## config.mk

```make
export PLATFORM = sky130hd
export DESIGN_NAME = demux1to2_stream_flat
export DESIGN_NICKNAME = d
export VERILOG_FILES = /design/src/rtl/demux1to2_stream_if.sv /design/src/rtl/demux1to2_stream.sv /design/src/flat_wrapper.sv
export SDC_FILE = /design/constraint.sdc
export NUM_CORES = 1
export LEC_CHECK = 0
export ABC_AREA = 1
export BUFFER_PORTS_ARGS = -buffer_cell sky130_fd_sc_hd__buf_2
export CORE_UTILIZATION = 55
export DETAILED_ROUTE_END_ITERATION = 10
export GPL_TIMING_DRIVEN = 1
export MAX_ROUTING_LAYER = met4
export PLACE_DENSITY = 0.8
export SLEW_MARGIN = 20
export SYNTH_ARGS = -nofsm -noshare
export SYNTH_HDL_FRONTEND = slang
export SYNTH_SLANG_ARGS = --single-unit
```

## constraint.sdc

```tcl
create_clock -name clk -period 5.11 [get_ports clk]
set_clock_uncertainty 0.2 [all_clocks]
set_input_delay 0.7665 -clock clk [delete_from_list [all_inputs] [get_ports clk]]
set_output_delay 0.7665 -clock clk [all_outputs]
set_load 0.005 [all_outputs]
```

## src/rtl/demux1to2_stream_if.sv

```systemverilog
// Stream bundle between the shared link, the demux and its two consumers.
interface demux1to2_stream_if #(
    parameter int unsigned WIDTH = 8
);
    localparam int unsigned CNT_W = 16;

    logic [WIDTH-1:0] in_data;
    logic             in_sel;
    logic             in_valid;
    logic             in_ready;

    logic [WIDTH-1:0] a_data;
    logic             a_valid;
    logic             a_ready;

    logic [WIDTH-1:0] b_data;
    logic             b_valid;
    logic             b_ready;

    logic [CNT_W-1:0] a_count;
    logic [CNT_W-1:0] b_count;

    // Link side plus consumers: drives words in, takes them out.
    modport master (
        output in_data, in_sel, in_valid, a_ready, b_ready,
        input  in_ready, a_data, a_valid, b_data, b_valid, a_count, b_count
    );

    // Demux side: accepts tagged words, presents two channels.
    modport slave (
        input  in_data, in_sel, in_valid, a_ready, b_ready,
        output in_ready, a_data, a_valid, b_data, b_valid, a_count, b_count
    );
endinterface

```

## src/rtl/demux1to2_stream.sv

```systemverilog
// 1-to-2 stream demux: routes each tagged word into a per-channel FIFO
// (sel=0 -> A, sel=1 -> B) so a stalled consumer never blocks the other.
module demux1to2_stream #(
    parameter int unsigned WIDTH = 8,
    parameter int unsigned DEPTH = 2
) (
    input  logic                 clk,
    input  logic                 rst_n,
    demux1to2_stream_if.slave    bus
);
    localparam int unsigned PTR_W = (DEPTH > 1) ? $clog2(DEPTH) : 1;
    localparam int unsigned LVL_W = PTR_W + 1;
    localparam int unsigned CNT_W = 16;
    localparam int unsigned N_CH  = 2;

    logic [N_CH-1:0]  full;
    logic [N_CH-1:0]  valid;
    logic [N_CH-1:0]  ready;
    logic [N_CH-1:0]  push;
    logic [N_CH-1:0]  pop;
    logic [WIDTH-1:0] head [N_CH];
    logic [CNT_W-1:0] xfer [N_CH];

    assign ready = {bus.b_ready, bus.a_ready};

    // Backpressure follows only the selected channel's registered full flag.
    assign bus.in_ready = ~full[bus.in_sel];

    for (genvar ch = 0; ch < N_CH; ch++) begin : g_ch
        logic [WIDTH-1:0] mem [DEPTH];
        logic [PTR_W-1:0] wr_ptr;
        logic [PTR_W-1:0] rd_ptr;
        logic [LVL_W-1:0] level;
        logic [CNT_W-1:0] count;

        assign push[ch]  = bus.in_valid && bus.in_ready && (bus.in_sel == 1'(ch));
        assign full[ch]  = (level == LVL_W'(DEPTH));
        assign valid[ch] = (level != '0);
        assign pop[ch]   = valid[ch] && ready[ch];
        assign head[ch]  = valid[ch] ? mem[rd_ptr] : '0;
        assign xfer[ch]  = count;

        // Pointer, fill level and transfer counter bookkeeping.
        always_ff @(posedge clk) begin
            if (!rst_n) begin
                wr_ptr <= '0;
                rd_ptr <= '0;
                level  <= '0;
                count  <= '0;
            end else begin
                if (push[ch]) begin
                    wr_ptr <= wr_ptr + PTR_W'(1);
                end
                if (pop[ch]) begin
                    rd_ptr <= rd_ptr + PTR_W'(1);
                    count  <= count + CNT_W'(1);
                end
                case ({push[ch], pop[ch]})
                    2'b10:   level <= level + LVL_W'(1);
                    2'b01:   level <= level - LVL_W'(1);
                    default: level <= level;
                endcase
            end
        end

        // Storage needs no reset: the output is forced to zero while empty.
        always_ff @(posedge clk) begin
            if (push[ch]) begin
                mem[wr_ptr] <= bus.in_data;
            end
        end
    end

    assign bus.a_data  = head[0];
    assign bus.a_valid = valid[0];
    assign bus.a_count = xfer[0];
    assign bus.b_data  = head[1];
    assign bus.b_valid = valid[1];
    assign bus.b_count = xfer[1];
endmodule

```

## src/flat_wrapper.sv

```systemverilog
// flat-port wrapper written by rule: the top's interface ports become plain ports
module demux1to2_stream_flat 
#(
    parameter int unsigned WIDTH = 8,
    parameter int unsigned DEPTH = 2
)
  (clk, rst_n, bus_in_data, bus_in_sel, bus_in_valid, bus_a_ready, bus_b_ready, bus_in_ready, bus_a_data, bus_a_valid, bus_b_data, bus_b_valid, bus_a_count, bus_b_count);
  demux1to2_stream_if #(.WIDTH(WIDTH)) bus_i ();
  input  logic clk;
  input  logic rst_n;
  input wire logic [$bits(bus_i.in_data)-1:0] bus_in_data;
  input wire logic [$bits(bus_i.in_sel)-1:0] bus_in_sel;
  input wire logic [$bits(bus_i.in_valid)-1:0] bus_in_valid;
  input wire logic [$bits(bus_i.a_ready)-1:0] bus_a_ready;
  input wire logic [$bits(bus_i.b_ready)-1:0] bus_b_ready;
  output wire logic [$bits(bus_i.in_ready)-1:0] bus_in_ready;
  output wire logic [$bits(bus_i.a_data)-1:0] bus_a_data;
  output wire logic [$bits(bus_i.a_valid)-1:0] bus_a_valid;
  output wire logic [$bits(bus_i.b_data)-1:0] bus_b_data;
  output wire logic [$bits(bus_i.b_valid)-1:0] bus_b_valid;
  output wire logic [$bits(bus_i.a_count)-1:0] bus_a_count;
  output wire logic [$bits(bus_i.b_count)-1:0] bus_b_count;
  assign bus_i.in_data = bus_in_data;
  assign bus_i.in_sel = bus_in_sel;
  assign bus_i.in_valid = bus_in_valid;
  assign bus_i.a_ready = bus_a_ready;
  assign bus_i.b_ready = bus_b_ready;
  assign bus_in_ready = bus_i.in_ready;
  assign bus_a_data = bus_i.a_data;
  assign bus_a_valid = bus_i.a_valid;
  assign bus_b_data = bus_i.b_data;
  assign bus_b_valid = bus_i.b_valid;
  assign bus_a_count = bus_i.a_count;
  assign bus_b_count = bus_i.b_count;
  demux1to2_stream #(.WIDTH(WIDTH), .DEPTH(DEPTH)) u_core (.clk(clk), .rst_n(rst_n), .bus(bus_i));
endmodule
```

==> metrics.txt, run 1 <==
# TYPE chip_impl_metric gauge
chip_impl_info{name="run_status",value="finished clean"} 1
chip_impl_metric{name="crit_required",unit="ns"} 4.14
chip_impl_metric{name="core.rowCount",unit=""} 27
chip_impl_info{name="timing.hold.worst.start",value="u_core.g_ch[0].rd_ptr"} 1
chip_impl_metric{name="area_share_of_the_largest_cell_type_after_synthesis",unit="%"} 29.2
chip_impl_info{name="synthTopCellsByCount",value="sky130_fd_sc_hd__nand2_1 (87), sky130_fd_sc_hd__inv_1 (53), sky130_fd_sc_hd__nor2_1 (48)"} 1
chip_impl_metric{name="slew_headroom",unit="%"} 56.6
chip_impl_info{name="path_cells",value="inv_1 > nand2_1 > a21oi_1 > buf_2"} 1
chip_impl_metric{name="syn_nets",unit=""} 409
chip_impl_info{name="grt_setup_unrepaired",value="no"} 1
chip_impl_metric{name="cts_setup_buffers",unit=""} 0
chip_impl_metric{name="async_flop_share",unit="%"} 0
chip_impl_metric{name="area_delta_synth_final",unit="%"} 16.8
chip_impl_metric{name="start_util",unit="%"} 58.2
chip_impl_metric{name="dr.first_iter.drc_count",unit=""} 117
chip_impl_metric{name="numCtsBuffers",unit=""} 9
chip_impl_metric{name="power_density",unit="nW/um^2"} 327
chip_impl_metric{name="dr_total_vias",unit=""} 2678
chip_impl_info{name="crit-reg2reg-launch",value="u_core.g_ch[0].level[1]"} 1
chip_impl_metric{name="core-area",unit="um^2"} 5640
chip_impl_metric{name="dp.final_hpwl",unit="um"} 4490
chip_impl_metric{name="max-cap-violations",unit=""} 0
chip_impl_metric{name="total_of_flip_flops_plus_latches_after_synthesis",unit=""} 74
chip_impl_metric{name="synth_cells",unit=""} 391
chip_impl_metric{name="cp_slowest_stage_delay",unit="ns"} 0.50
chip_impl_metric{name="final_net_count",unit=""} 477
chip_impl_info{name="yosysMostFrequentCell",value="sky130_fd_sc_hd__nand2_1"} 1
chip_impl_metric{name="maximum_number_of_pins_on_one_net_before_global_route_repair",unit=""} 36
chip_impl_metric{name="ir_worst_vdd",unit="mV"} 0.195
chip_impl_metric{name="overflow",unit=""} 0
chip_impl_info{name="timing_worst_setup_path_type",value="reg2out"} 1
chip_impl_metric{name="globalplace.congestion",unit=""} 0.816
chip_impl_metric{name="cts_max_level",unit=""} 3
chip_impl_metric{name="final_hold_viol_count",unit=""} 0
chip_impl_metric{name="die_w",unit="um"} 79.3
chip_impl_metric{name="place.port_buffers",unit=""} 64
chip_impl_metric{name="timing.final.crit_share",unit="%"} 44.8
chip_impl_metric{name="clk_transition_reported_paths",unit="ns"} 0.07
chip_impl_info{name="synth.area.top_cells",value="sky130_fd_sc_hd__edfxtp_1 (29%), sky130_fd_sc_hd__dfxtp_1 (26%), sky130_fd_sc_hd__nand2_1 (9.9%), sky130_fd_sc_hd__a21oi_1 (6.7%), sky130_fd_sc_hd__inv_1 (6.1%)"} 1
chip_impl_metric{name="max_slew.worst_pin.slew",unit="ns"} 0.648
chip_impl_metric{name="total_routed_wirelength",unit="um"} 6250
chip_impl_metric{name="die-height",unit="um"} 79.3
chip_impl_metric{name="reg2reg_depth",unit=""} 5
chip_impl_metric{name="first_global_vias",unit=""} 2270
chip_impl_metric{name="antenna_left",unit=""} 0
chip_impl_metric{name="drt_pass1_iterations",unit=""} 5
chip_impl_info{name="ys.flop_type",value="sky130_fd_sc_hd__dfxtp_1"} 1
chip_impl_info{name="setup.worst_path.start_class",value="flop"} 1
chip_impl_metric{name="ys_types",unit=""} 25
chip_impl_metric{name="worstPathArrival",unit="ns"} 1.32
chip_impl_metric{name="setup_ws_final",unit="ns"} 2.82
chip_impl_metric{name="clock.fmax",unit="MHz"} 436
chip_impl_metric{name="ios",unit=""} 65
chip_impl_metric{name="grt_antenna_before_repair",unit=""} 0
chip_impl_info{name="setup.worst_path.end_class",value="primary output"} 1
chip_impl_metric{name="cts_sinks",unit=""} 74
chip_impl_info{name="cts.root.buffer_cell",value="sky130_fd_sc_hd__clkbuf_8"} 1
chip_impl_info{name="worstReg2RegEnd",value="u_core.g_ch[0].level[1]"} 1
chip_impl_metric{name="avgSynthCellArea",unit="um^2"} 8.40
chip_impl_metric{name="power.leakage",unit="uW"} 0.00168
chip_impl_info{name="netlist.top_cell.by_area",value="sky130_fd_sc_hd__edfxtp_1"} 1
chip_impl_metric{name="die-area",unit="um^2"} 6290
chip_impl_info{name="timing.critical_path.max_delay_family",value="flip-flops"} 1
chip_impl_metric{name="global_route.usage.total",unit="%"} 21.6
chip_impl_metric{name="insertedDiodeCount",unit=""} 0
chip_impl_metric{name="post_placement_setup_slack",unit="ns"} 2.84
chip_impl_metric{name="yosys_warnings",unit=""} 0
chip_impl_info{name="worstHoldPathType",value="reg2reg"} 1
chip_impl_metric{name="post-route-min-period",unit="ns"} 2.29
chip_impl_metric{name="fraction_of_layout_cells_with_a_size_suffix_above_1",unit="%"} 19.6
chip_impl_info{name="cts_tree",value="yes"} 1
chip_impl_metric{name="cts_resized",unit=""} 0
chip_impl_metric{name="synth-edff-count",unit=""} 32
chip_impl_metric{name="worstPathBufferInverterCount",unit=""} 2
chip_impl_metric{name="reg2reg_slack",unit="ns"} 3.23
chip_impl_metric{name="finish.utilization",unit="%"} 68.0
chip_impl_metric{name="worst_hold_slack",unit="ns"} 0.256
chip_impl_metric{name="timing.critical_path.fanout_max",unit=""} 9
chip_impl_metric{name="wl_per_cell",unit="um"} 11.7
chip_impl_metric{name="drcViolationCount",unit=""} 0
chip_impl_metric{name="synthesis.area",unit="um^2"} 3290
chip_impl_metric{name="cts_hold_buf",unit=""} 0
chip_impl_metric{name="viasPerCell",unit=""} 5.00
chip_impl_metric{name="fin_area",unit="um^2"} 3840
chip_impl_metric{name="finalSetupTns",unit="ns"} 0
chip_impl_metric{name="clkLatencyLatePin",unit="ns"} 0.33
chip_impl_metric{name="maxSlewViolCount",unit=""} 0
chip_impl_metric{name="grt_first_pass_wirelength",unit="um"} 10100
chip_impl_info{name="crit_slowest_cell",value="sky130_fd_sc_hd__dfxtp_1"} 1
chip_impl_metric{name="setup_viol",unit=""} 0
chip_impl_metric{name="cts_buffer_depth",unit=""} 2
chip_impl_metric{name="worstHoldPathCells",unit=""} 1
chip_impl_metric{name="synth-seq-area-share",unit="%"} 54.8
chip_impl_metric{name="place_area",unit="um^2"} 3660
## per-layer routing
layer  GRT usage (%)  routed length (um)  vias up  part of all wire (%)
met4            10.2                  65        0                   1.0
met3            3.56                 295        7                   4.7
met2            33.6                2880       78                    46
li1                -                   -     1416                     -
met5               -                   0        -                     0
met1            27.5                3020     1177                    48
## flip-flops by register name (all words and copies together) (netlist names), named ones only
register,count
u_core.g_ch.mem,32
u_core.bus.a_count,16
u_core.g_ch.rd_ptr,2
u_core.bus.b_count,16
u_core.g_ch.level,4
u_core.g_ch.wr_ptr,2
## cells by family after synthesis
group	count (synthesis)	synth area share, %
AND/OR/NAND/NOR	184	25.8
flip-flops	74	54.8
AO/OA/AOI/OAI	68	10.5
buffers and inverters	61	7.31
adder cells (fa/ha/maj)	4	1.52
## where the power goes
part | switching, uW | leakage [uW] | internal (uW)
Clock | 193 | 0.0000918 | 223
Combinational | 106 | 0.000951 | 63.8
Sequential | 26.2 | 0.000634 | 645
Total | 325 | 0.00168 | 932
## layout by cell type, fill, tap and decap left out, drive strengths merged
cell	netlist	routed
edfxtp	32	32
nor3	7	7
o21bai	1	1
bufinv	0	1
o211ai	1	1
clkinv	0	3
inv	54	54
o21ai	22	22
nor2	58	58
nand3	21	21
buf	2	64
clkbuf	5	12
ha	4	4
a21oi	44	44
nand2	88	88
and3	1	1
dfxtp	42	42
nand4	7	7
nor4	2	2
## worst register-to-register path: cells and delay by family, from the launching register on
family                     cells  cell delay [ns]
and+or+nand+nor                2             0.36
DFF                            1             0.42
AOI/OAI and AO/OA              1             0.37
buffers and inverters          1             0.08
adders and majority gates      1             0.33
## stage by stage
| stage | power [uW] | instances |
|---|---|---|
| 6_report | 1260 | 536 |
| 5_1_grt | 1310 | 536 |
| 4_1_cts | 1270 | 536 |
| 3_5_place_dp | 855 | 520 |
| 3_3_place_gp | 847 | 520 |
| 2_1_floorplan | 795 | 391 |
## how the worst max path moves through the flow
stage                           start                       end  slack, ns  cells after the start
after floorplan           bus_b_ready   u_core.g_ch[1].level[1]       3.09                      6
after global placement     bus_in_sel  u_core.g_ch[0].mem[0][2]       2.93                      4
after detailed placement   bus_in_sel  u_core.g_ch[0].mem[1][3]       2.84                      4
after CTS                        flop             bus_a_data[2]       2.80                      4
after global routing             flop             bus_a_data[2]       2.68                      4
final                            flop             bus_a_data[2]       2.82                      4
## layout make-up
class,instances,area [um^2]
Multi-Input combinational cell,256,1240
Fill cell,456,1800
Sequential cell,74,1800
Timing Repair Buffer,64,320
Clock inverter,4,43.8
Clock buffer,12,135
Inverter,54,203
Tap cell,72,90.1
(Power assumes the default switching activity.)
==> inputs of run 2 (changes only) <==
--- a/config.mk
+++ b/config.mk
@@ -7,11 +7,11 @@
 export LEC_CHECK = 0
 export ABC_AREA = 1
 export BUFFER_PORTS_ARGS = -buffer_cell sky130_fd_sc_hd__buf_2
-export CORE_UTILIZATION = 55
+export CORE_UTILIZATION = 49
 export DETAILED_ROUTE_END_ITERATION = 10
 export GPL_TIMING_DRIVEN = 1
 export MAX_ROUTING_LAYER = met4
-export PLACE_DENSITY = 0.8
+export PLACE_DENSITY = 0.75
 export SLEW_MARGIN = 20
 export SYNTH_ARGS = -nofsm -noshare
 export SYNTH_HDL_FRONTEND = slang
==> constraint.sdc (replaced) <==
create_clock -name clk -period 2 [get_ports clk]
set_clock_uncertainty 0.2 [all_clocks]
set_input_delay 0.3 -clock clk [delete_from_list [all_inputs] [get_ports clk]]
set_output_delay 0.3 -clock clk [all_outputs]
set_load 0.005 [all_outputs]
==> run 2 against run 1 <==
Net effect: the flow now finishes with violations (design-rule violations); combinational power grew to 2.8 times the previous value; register-to-register slack worse by 3.0 ns; largest power group unchanged; largest cell class unchanged; design area is 3.6% higher; clock power grew to 3.1 times the previous value.
==> metrics.txt, run 2 (synthesis results as in run 1) <==
# TYPE chip_impl_metric gauge
chip_impl_metric{name="core.rowCount",unit=""} 29
chip_impl_metric{name="non_filler_instance_count_after_layout",unit=""} 551
chip_impl_metric{name="slew_headroom",unit="%"} 76.2
chip_impl_info{name="worst_setup_path_startpoint",value="u_core.g_ch[1].level[0]"} 1
chip_impl_metric{name="reg2reg_depth",unit=""} 5
chip_impl_info{name="crit-reg2reg-launch",value="u_core.g_ch[0].level[0]"} 1
chip_impl_info{name="commonest_non_fill_non_tap_cells_in_the_layout",value="sky130_fd_sc_hd__nand2_1 (87), sky130_fd_sc_hd__buf_2 (64), sky130_fd_sc_hd__inv_1 (52), sky130_fd_sc_hd__nor2_1 (48), sky130_fd_sc_hd__a21oi_1 (44)"} 1
chip_impl_metric{name="antenna_left",unit=""} 0
chip_impl_info{name="path_cells",value="nor2_4 > buf_4 > a21oi_1 > buf_2"} 1
chip_impl_metric{name="setup_viol",unit=""} 0
chip_impl_info{name="cts_tree",value="yes"} 1
chip_impl_metric{name="maximum_number_of_pins_on_one_net_before_global_route_repair",unit=""} 22
chip_impl_metric{name="fraction_of_layout_cells_with_a_size_suffix_above_1",unit="%"} 21.9
chip_impl_info{name="grt_setup_unrepaired",value="no"} 1
chip_impl_metric{name="start_util",unit="%"} 51.2
chip_impl_metric{name="worst_hold_slack",unit="ns"} 0.0100
chip_impl_metric{name="insertedDiodeCount",unit=""} 0
chip_impl_metric{name="first_global_vias",unit=""} 2546
chip_impl_metric{name="largest_register_ffs",unit=""} 32
chip_impl_metric{name="clkLatencyLatePin",unit="ns"} 0.34
chip_impl_metric{name="numCtsBuffers",unit=""} 9
chip_impl_metric{name="cts_buffer_depth",unit=""} 2
chip_impl_info{name="layout.cells.most_common",value="sky130_fd_sc_hd__nand2_1"} 1
chip_impl_metric{name="cts_max_level",unit=""} 3
chip_impl_info{name="timing.hold.worst.start",value="bus_in_data[4]"} 1
chip_impl_info{name="run_status",value="finished with violations"} 1
chip_impl_metric{name="drt_pass1_iterations",unit=""} 7
chip_impl_metric{name="dp.final_hpwl",unit="um"} 4960
chip_impl_metric{name="die-height",unit="um"} 83.9
chip_impl_info{name="timing_worst_setup_path_type",value="reg2out"} 1
chip_impl_metric{name="reg2reg_slack",unit="ns"} 0.21
chip_impl_metric{name="maxSlewViolCount",unit=""} 0
chip_impl_metric{name="fin_area",unit="um^2"} 3980
chip_impl_metric{name="post-route-min-period",unit="ns"} 1.88
chip_impl_metric{name="clock.fmax",unit="MHz"} 533
chip_impl_metric{name="dr.first_iter.drc_count",unit=""} 97
chip_impl_info{name="worstReg2RegEnd",value="u_core.g_ch[0].level[1]"} 1
chip_impl_metric{name="power_density",unit="nW/um^2"} 874
chip_impl_metric{name="place_area",unit="um^2"} 3720
chip_impl_metric{name="die_w",unit="um"} 83.9
chip_impl_metric{name="globalplace.congestion",unit=""} 0.846
chip_impl_metric{name="cts_setup_buffers",unit=""} 0
chip_impl_info{name="worstHoldPathType",value="in2reg"} 1
chip_impl_metric{name="p_total",unit="uW"} 3480
chip_impl_metric{name="ios",unit=""} 65
chip_impl_info{name="worst_setup_path_endpoint",value="bus_b_data[5]"} 1
chip_impl_metric{name="area_delta_synth_final",unit="%"} 21.0
chip_impl_info{name="failed_checks",value="design-rule violations"} 1
chip_impl_metric{name="place.detailed.instances",unit=""} 533
chip_impl_metric{name="max_slew.worst_pin.slew",unit="ns"} 0.357
chip_impl_metric{name="global_route.usage.total",unit="%"} 21.0
chip_impl_metric{name="cts_sinks",unit=""} 74
chip_impl_metric{name="grt_first_pass_wirelength",unit="um"} 11400
chip_impl_metric{name="clk_transition_reported_paths",unit="ns"} 0.08
chip_impl_metric{name="timing.critical_path.fanout_max",unit=""} 9
chip_impl_metric{name="crit_required",unit="ns"} 1.50
chip_impl_metric{name="power.leakage",unit="uW"} 0.00175
chip_impl_metric{name="ir_worst_vdd",unit="mV"} 0.371
chip_impl_info{name="max_flop_register",value="u_core.g_ch.mem"} 1
chip_impl_metric{name="worstPathArrival",unit="ns"} 1.38
chip_impl_metric{name="grt_antenna_before_repair",unit=""} 0
chip_impl_metric{name="overflow",unit=""} 0
chip_impl_metric{name="viasPerCell",unit=""} 5.04
chip_impl_metric{name="timing.final.crit_share",unit="%"} 93.9
chip_impl_metric{name="drcViolationCount",unit=""} 10
chip_impl_metric{name="final_net_count",unit=""} 487
chip_impl_metric{name="critical_path_cell_count",unit=""} 4
chip_impl_metric{name="cp_slowest_stage_delay",unit="ns"} 0.45
chip_impl_metric{name="place.port_buffers",unit=""} 64
chip_impl_metric{name="dr_total_vias",unit=""} 2775
chip_impl_metric{name="worstPathBufferInverterCount",unit=""} 2
chip_impl_metric{name="finalSetupTns",unit="ns"} 0
chip_impl_info{name="crit_slowest_cell",value="sky130_fd_sc_hd__dfxtp_1"} 1
chip_impl_metric{name="max-cap-violations",unit=""} 0
chip_impl_metric{name="wl_per_cell",unit="um"} 12.2
chip_impl_info{name="cts.root.buffer_cell",value="sky130_fd_sc_hd__clkbuf_8"} 1
chip_impl_metric{name="die-area",unit="um^2"} 7040
chip_impl_info{name="setup.worst_path.start_class",value="flop"} 1
chip_impl_metric{name="core-area",unit="um^2"} 6420
chip_impl_metric{name="total_routed_wirelength",unit="um"} 6740
chip_impl_info{name="setup.worst_path.end_class",value="primary output"} 1
chip_impl_info{name="timing.critical_path.max_delay_family",value="flip-flops"} 1
chip_impl_metric{name="final_hold_viol_count",unit=""} 0
## run 2: changes by cell type in the layout (fill, tap and decap cells not counted), moves of 2 or more
cell and delta:
sky130_fd_sc_hd__buf_4 +8, sky130_fd_sc_hd__clkbuf_1 -2, sky130_fd_sc_hd__clkbuf_8 +2, sky130_fd_sc_hd__dlygate4sd3_1 +2
## run 2: how the worst min path moves through the flow
stage / end / slack [ns] / depth (start not counted)
finish: u_core.g_ch[1].mem[0][4] / 0.01 / 1
global route: u_core.g_ch[0].mem[1][6] / 0.0004 / 1
CTS: u_core.g_ch[1].mem[1][6] / 0.005 / 1
detailed placement: flop / 0.24 / 1
global placement: u_core.g_ch[0].rd_ptr / 0.24 / 1
floorplan: u_core.g_ch[0].mem[0][0] / 0.20 / 0
## run 2: worst register-to-register path: cells and delay by family, from the launching register on
| family | cells | cell delay, ns |
|---|---|---|
| adders and majority gates | 1 | 0.32 |
| DFF | 1 | 0.39 |
| and+or+nand+nor | 4 | 0.75 |
## run 2: report_power, final
part | total (uW) | internal [uW] | switching, uW
clock | 1290 | 772 | 522
sequential | 1710 | 1650 | 65.4
combinational | 469 | 186 | 284
total | 3480 | 2600 | 871
## run 2: final cells by class
type,count,area (um^2)
Clock buffer,12,155
Multi-Input combinational cell,256,1240
Clock inverter,4,73.8
Tap cell,77,96.3
Sequential cell,74,1800
Fill cell,582,2450
Timing Repair Buffer,74,400
Inverter,54,203
## run 2: routing by layer
metal | GRT usage (%) | part of all wire (%)
met5 | - | 0
met4 | 7.37 | 1.2
met3 | 3.86 | 4.8
met2 | 34.6 | 49
met1 | 25.9 | 45
## run 2: timing repair
item | CTS | global route
hold buffers | 2 | 0
setup endpoints to repair | 0 | 4
resized for setup | 0 | 2
hold endpoints to repair | 5 | 0
## run 2: metrics by stage
step / util [%] / setup slack (ns)
floorplan: - / 0.260
CTS: 61.9 / 0.0953
detailed placement: 58.0 / 0.200
global placement: 58.0 / 0.274
finish: 61.9 / 0.123
global route: 61.9 / 0.0120
